--- config.mk ---
export PLATFORM = sky130hd
export DESIGN_NAME = bit_serializer_flat
export DESIGN_NICKNAME = d
export VERILOG_FILES = /design/src/rtl/bit_serializer_pkg.sv /design/src/rtl/bit_serializer_if.sv /design/src/rtl/bit_serializer.sv /design/src/flat_wrapper.sv
export SDC_FILE = /design/constraint.sdc
export NUM_CORES = 1
export LEC_CHECK = 0
export CAP_MARGIN = 20
export CORE_MARGIN = 1
export CORE_UTILIZATION = 40
export DETAILED_ROUTE_END_ITERATION = 7
export PLACE_DENSITY = 0.66
export SETUP_SLACK_MARGIN = 0.02
export SYNTH_ARGS = -nofsm -noshare
export SYNTH_HDL_FRONTEND = slang
export SYNTH_SLANG_ARGS = --single-unit
--- constraint.sdc ---
create_clock -name clk -period 1.6 [get_ports clk]
set_input_delay 0.16 -clock clk [delete_from_list [all_inputs] [get_ports clk]]
set_output_delay 0.16 -clock clk [all_outputs]
set_load 0.01 [all_outputs]
--- src/rtl/bit_serializer_pkg.sv ---
// Shared types and constants for the bit_serializer block.
// Optional parity support is selected with the BIT_SERIALIZER_PARITY_EN macro.
package bit_serializer_pkg;

    // Default parallel word width
    localparam int DEFAULT_WIDTH = 8;

    // Frame sequencer states; PARITY is only reachable with parity enabled
    typedef enum logic [1:0] {
        IDLE   = 2'd0,
        SHIFT  = 2'd1,
        PARITY = 2'd2
    } state_t;

    // Bit counter width able to hold 0..w
    function automatic int cnt_width(input int w);
        return $clog2(w + 1);
    endfunction

    // Even parity of a zero-extended data word
    function automatic logic even_parity(input logic [31:0] word);
        return ^word;
    endfunction

endpackage : bit_serializer_pkg

--- src/rtl/bit_serializer_if.sv ---
// Handshake and serial-stream bundle for bit_serializer.
// slave: the serializer itself; master: the word source / stream observer.
interface bit_serializer_if
    import bit_serializer_pkg::*;
#(
    parameter int WIDTH = DEFAULT_WIDTH
);

    logic [WIDTH-1:0] in_data;
    logic             in_valid;
    logic             in_ready;
    logic             dout;
    logic             dout_valid;
    logic             frame_start;
    logic             frame_end;
    logic             busy;

    modport master (
        output in_data,
        output in_valid,
        input  in_ready,
        input  dout,
        input  dout_valid,
        input  frame_start,
        input  frame_end,
        input  busy
    );

    modport slave (
        input  in_data,
        input  in_valid,
        output in_ready,
        output dout,
        output dout_valid,
        output frame_start,
        output frame_end,
        output busy
    );

endinterface : bit_serializer_if

--- src/rtl/bit_serializer.sv ---
// Parallel-to-serial transmitter: accepts a WIDTH-bit word over valid/ready
// and emits it one bit per clock with frame_start/frame_end strobes.
// Back-to-back words are accepted on the final cycle of a frame.
// Define BIT_SERIALIZER_PARITY_EN to append an even-parity bit to each frame.
module bit_serializer
    import bit_serializer_pkg::*;
#(
    parameter int WIDTH     = DEFAULT_WIDTH,
    parameter bit MSB_FIRST = 1'b1
) (
    input  logic             clk,
    input  logic             rst,
    bit_serializer_if.slave  bus
);

    localparam int             CW       = cnt_width(WIDTH);
    localparam logic [CW-1:0]  CNT_ZERO = {CW{1'b0}};
    localparam logic [CW-1:0]  CNT_ONE  = {{(CW-1){1'b0}}, 1'b1};
    localparam logic [CW-1:0]  CNT_LAST = CW'(WIDTH - 1);
`ifndef BIT_SERIALIZER_PARITY_EN
    localparam logic [CW-1:0]  CNT_PEN  = CW'(WIDTH - 2);
`endif

    state_t           state_r;
    logic [CW-1:0]    cnt_r;
    logic [WIDTH-1:0] shift_r;
    logic             dout_r;
    logic             dout_valid_r;
    logic             frame_start_r;
    logic             frame_end_r;
    logic             busy_r;
`ifdef BIT_SERIALIZER_PARITY_EN
    logic             parity_r;
`endif
    logic             in_ready_s;
    logic             accept_s;

    // Ready when idle or on the final cycle of a frame, never during reset
    always_comb begin
        in_ready_s = 1'b0;
        if (rst) begin
            in_ready_s = 1'b0;
        end else begin
            case (state_r)
                IDLE:    in_ready_s = 1'b1;
`ifdef BIT_SERIALIZER_PARITY_EN
                SHIFT:   in_ready_s = 1'b0;
                PARITY:  in_ready_s = 1'b1;
`else
                SHIFT:   in_ready_s = (cnt_r == CNT_LAST);
`endif
                default: in_ready_s = 1'b0;
            endcase
        end
    end

    assign accept_s = bus.in_valid & in_ready_s;

    // Frame sequencer: loads words, shifts bits out and drives registered strobes
    always_ff @(posedge clk) begin
        if (rst) begin
            state_r       <= IDLE;
            cnt_r         <= CNT_ZERO;
            shift_r       <= {WIDTH{1'b0}};
            dout_r        <= 1'b0;
            dout_valid_r  <= 1'b0;
            frame_start_r <= 1'b0;
            frame_end_r   <= 1'b0;
            busy_r        <= 1'b0;
`ifdef BIT_SERIALIZER_PARITY_EN
            parity_r      <= 1'b0;
`endif
        end else if (accept_s) begin
            // First bit goes out directly; the rest wait in shift_r
            state_r       <= SHIFT;
            cnt_r         <= CNT_ZERO;
            if (MSB_FIRST) begin
                dout_r    <= bus.in_data[WIDTH-1];
                shift_r   <= {bus.in_data[WIDTH-2:0], 1'b0};
            end else begin
                dout_r    <= bus.in_data[0];
                shift_r   <= {1'b0, bus.in_data[WIDTH-1:1]};
            end
            dout_valid_r  <= 1'b1;
            frame_start_r <= 1'b1;
            frame_end_r   <= 1'b0;
            busy_r        <= 1'b1;
`ifdef BIT_SERIALIZER_PARITY_EN
            parity_r      <= even_parity(32'(bus.in_data));
`endif
        end else begin
            case (state_r)
                SHIFT: begin
                    if (cnt_r == CNT_LAST) begin
`ifdef BIT_SERIALIZER_PARITY_EN
                        state_r       <= PARITY;
                        dout_r        <= parity_r;
                        dout_valid_r  <= 1'b1;
                        frame_start_r <= 1'b0;
                        frame_end_r   <= 1'b1;
                        busy_r        <= 1'b1;
`else
                        state_r       <= IDLE;
                        cnt_r         <= CNT_ZERO;
                        dout_r        <= 1'b0;
                        dout_valid_r  <= 1'b0;
                        frame_start_r <= 1'b0;
                        frame_end_r   <= 1'b0;
                        busy_r        <= 1'b0;
`endif
                    end else begin
                        cnt_r         <= cnt_r + CNT_ONE;
                        if (MSB_FIRST) begin
                            dout_r    <= shift_r[WIDTH-1];
                            shift_r   <= {shift_r[WIDTH-2:0], 1'b0};
                        end else begin
                            dout_r    <= shift_r[0];
                            shift_r   <= {1'b0, shift_r[WIDTH-1:1]};
                        end
                        dout_valid_r  <= 1'b1;
                        frame_start_r <= 1'b0;
`ifdef BIT_SERIALIZER_PARITY_EN
                        frame_end_r   <= 1'b0;
`else
                        frame_end_r   <= (cnt_r == CNT_PEN);
`endif
                        busy_r        <= 1'b1;
                    end
                end
                default: begin
                    // IDLE, or end of the parity cycle with no new word
                    state_r       <= IDLE;
                    cnt_r         <= CNT_ZERO;
                    dout_r        <= 1'b0;
                    dout_valid_r  <= 1'b0;
                    frame_start_r <= 1'b0;
                    frame_end_r   <= 1'b0;
                    busy_r        <= 1'b0;
                end
            endcase
        end
    end

    assign bus.in_ready    = in_ready_s;
    assign bus.dout        = dout_r;
    assign bus.dout_valid  = dout_valid_r;
    assign bus.frame_start = frame_start_r;
    assign bus.frame_end   = frame_end_r;
    assign bus.busy        = busy_r;

endmodule : bit_serializer

--- src/flat_wrapper.sv ---
// flat-port wrapper written by rule: the top's interface ports become plain ports
module bit_serializer_flat import bit_serializer_pkg::*;
#(
    parameter int WIDTH     = DEFAULT_WIDTH,
    parameter bit MSB_FIRST = 1'b1
)
  (clk, rst, bus_in_data, bus_in_valid, bus_in_ready, bus_dout, bus_dout_valid, bus_frame_start, bus_frame_end, bus_busy);
  bit_serializer_if #(.WIDTH(WIDTH)) bus_i ();
  input  logic clk;
  input  logic rst;
  input wire logic [$bits(bus_i.in_data)-1:0] bus_in_data;
  input wire logic [$bits(bus_i.in_valid)-1:0] bus_in_valid;
  output wire logic [$bits(bus_i.in_ready)-1:0] bus_in_ready;
  output wire logic [$bits(bus_i.dout)-1:0] bus_dout;
  output wire logic [$bits(bus_i.dout_valid)-1:0] bus_dout_valid;
  output wire logic [$bits(bus_i.frame_start)-1:0] bus_frame_start;
  output wire logic [$bits(bus_i.frame_end)-1:0] bus_frame_end;
  output wire logic [$bits(bus_i.busy)-1:0] bus_busy;
  assign bus_i.in_data = bus_in_data;
  assign bus_i.in_valid = bus_in_valid;
  assign bus_in_ready = bus_i.in_ready;
  assign bus_dout = bus_i.dout;
  assign bus_dout_valid = bus_i.dout_valid;
  assign bus_frame_start = bus_i.frame_start;
  assign bus_frame_end = bus_i.frame_end;
  assign bus_busy = bus_i.busy;
  bit_serializer #(.WIDTH(WIDTH), .MSB_FIRST(MSB_FIRST)) u_core (.clk(clk), .rst(rst), .bus(bus_i));
endmodule
==> flow_summary.toml <==
[status]
status = "completed"

[clocking]
cts-root-buf = "clkbuf_4"
cts-buffers-inserted = 3
htreeDepth = 1
cts_tree = "built"
ctsResizeCount = 2
cts.reportedPaths.clkPinSlew_ns = 0.09
post_cts_buffers = 0
ctsHoldBuffers = 0
clk_latency_ns = 0.29
clockBufferDepth = 2
cts_sinks = 16

[sta]
post-route-min-period_ns = 1.50
skew_ns = 0.00105
setup_slack_ns = 0.103
fmax_ghz = 0.668
finalSetupViolCount = 0
tns_ns = 0
finalCritPeriodShare_pct = 93.6
timing.slew.headroom_pct = 79.4
slew_viol_final = 0
hold_viol = 0
rsz0062_at_grt = "false"
tightest_slew_ns = 0.308
holdWs_ns = 0.462

[worst_setup_path]
cpLargestDelayFamily = "flip-flops"
worstSetupStartpointType = "flip-flop"
slowest_stage = "dfxtp_1"
critPathBufInv = 1
cp.required_ns = 1.44
slowest_delay_ns = 0.39
path_max_fanout = 2
cp-end-kind = "output pin"
rrSetupSlack_ns = 0.25
cp.arrival_ns = 1.34
crit_chain = "ha_4, nand3b_4, a21oi_2, dlygate4sd2_1"
crit_type = "flip-flop to output pin"

[routing]
vias_per_cell = 4.82
ant_nets = 0
drc = 0
wl_mm = 1.39
vias = 559
avgRoutedWirePerCell_um = 12.0
dr.pass1.iters = 4
drtIter0Drc = 7

[run]
maxCapViolations = 0

[power]
power.static_leakage_uw = 0.000415
p_per_area_nw_per_um2 = 829
peakVddDrop_v = 0.000572
p_total_uw = 842

[cells_and_area]
syn_to_final_growth_pct = 31.2
diodes = 0
drive_above_1_share_pct = 30.8
layout.nets = 105
stdcell_area_um2 = 1020

[yosys]
syn-mean-instance-area_um2 = 10.9
yosysMostFrequentCell = "dfxtp_1"
synth.area.top_cells = "dfxtp_1 41%, a211oi_2 9.7%, a221oi_2 9.7%"
synth_area_um2 = 774
synth_cells = 71
synth_edf_count = 0
synth_seq_cells = 16
dominantRegCellSynth = "dfxtp_1"
ys_seq_area_share_pct = 41.4
synth_cell_type_count = 28
synthArstFlopShare_pct = 0
syn-num-nets = 84
synth_largest_area_cell = "dfxtp_1"
synth_warnings = 0
synth_top_area_share_pct = 41.4
synth_commonest_cells = "16 x dfxtp_1, 7 x inv_1, 6 x a211oi_2"

[hold_path]
min_path_type = "flip-flop to flip-flop"

[die]
dieWidth_um = 46
fp-row-count = 15
initial_core_util_pct = 43.9
design.portCount = 17
die_area_um2 = 2120
fp.coreArea_um2 = 1760
die_h_um = 46

[grt]
grt_pass1_wl_mm = 2.30
antenna_found_initial = 0
grt_pass1_vias = 511
grt_use_total_pct = 15.8
grt_max_degree = 13
grt_overflow_total = 0

[placed_design]
pre_cts_ws_ns = 0.0890
place_area_um2 = 967
gp_congestion = 0.727
io_buffers = 16
place_hpwl_um = 934
## final cells by class
| class | instances | area (µm²) |
|---|---|---|
| Clock buffer | 4 | 36.3 |
| Fill cell | 181 | 748 |
| Inverter | 7 | 26.3 |
| Multi-Input combinational cell | 42 | 397 |
| Sequential cell | 16 | 322 |
| Tap cell | 25 | 31.3 |
| Timing Repair Buffer | 22 | 204 |
## final timing paths
kind / startpoint / cells past startpoint / to
worst max-delay path: u_core.cnt_r[0]$_SDFF_PP0_ / 4 / bus_in_ready
worst min register to register: u_core.shift_r[4]$_SDFFE_PP0P_ / 2 / u_core.shift_r[5]$_SDFFE_PP0P_
worst min-delay path: u_core.shift_r[4]$_SDFFE_PP0P_ / 2 / u_core.shift_r[5]$_SDFFE_PP0P_
worst max register to register: u_core.cnt_r[0]$_SDFF_PP0_ / 5 / u_core.bus.frame_end$_SDFF_PP0_
## worst min-delay path, cell delays in order (launching register included)
cell      delay, ns
dfxtp_1        0.32
inv_1          0.06
a211oi_2       0.05
## per-stage QoR
step | utilization [%] | instances
floorplan | - | 71
global placement | 54.8 | 112
detailed placement | 54.8 | 112
CTS | 57.0 | 116
global route | 57.6 | 116
finish | 57.6 | 116
## cells in the final DEF, fill, tap and decap left out, types with 2 or more instances in the layout
cell type        Yosys  routed
clkdlybuf4s50_1      0      15
dfxtp_1             16      15
inv_1                7       7
a211oi_2             6       6
buf_4                1       6
a221oi_2             5       5
nor2_1               5       5
nor2b_1              3       3
and2b_1              3       3
clkbuf_4             0       3
nand3_1              2       2
a21oi_1              2       2
## where the power goes
| part | internal, µW | switching, µW |
|---|---|---|
| logic | 82.1 | 63.8 |
| clock network | 139 | 128 |
| registers | 420 | 10.1 |
## kinds of logic after synthesis
family                     share of synthesized area, %
and+or+nand+nor                                    18.9
AOI/OAI and AO/OA                                  23.9
DFF                                                41.4
buffers and inverters                              9.05
xor gates and xnor gates                           2.26
adders and majority gates                          3.23
muxes                                              1.29
## layer usage
layer	global-route usage, %	wire length (µm)
met5	0	0
met2	23.7	591
met1	20.0	724
met4	7.06	12
met3	5.95	64
## registers in the layout, indices dropped and copies added (netlist names)
signal / cells
u_core.state_r: 1
u_core.bus.busy: 1
u_core.shift_r: 7
u_core.bus.dout: 1
u_core.bus.frame_start: 1
u_core.bus.frame_end: 1
u_core.cnt_r: 4
Power figures use the tool's default switching activity.
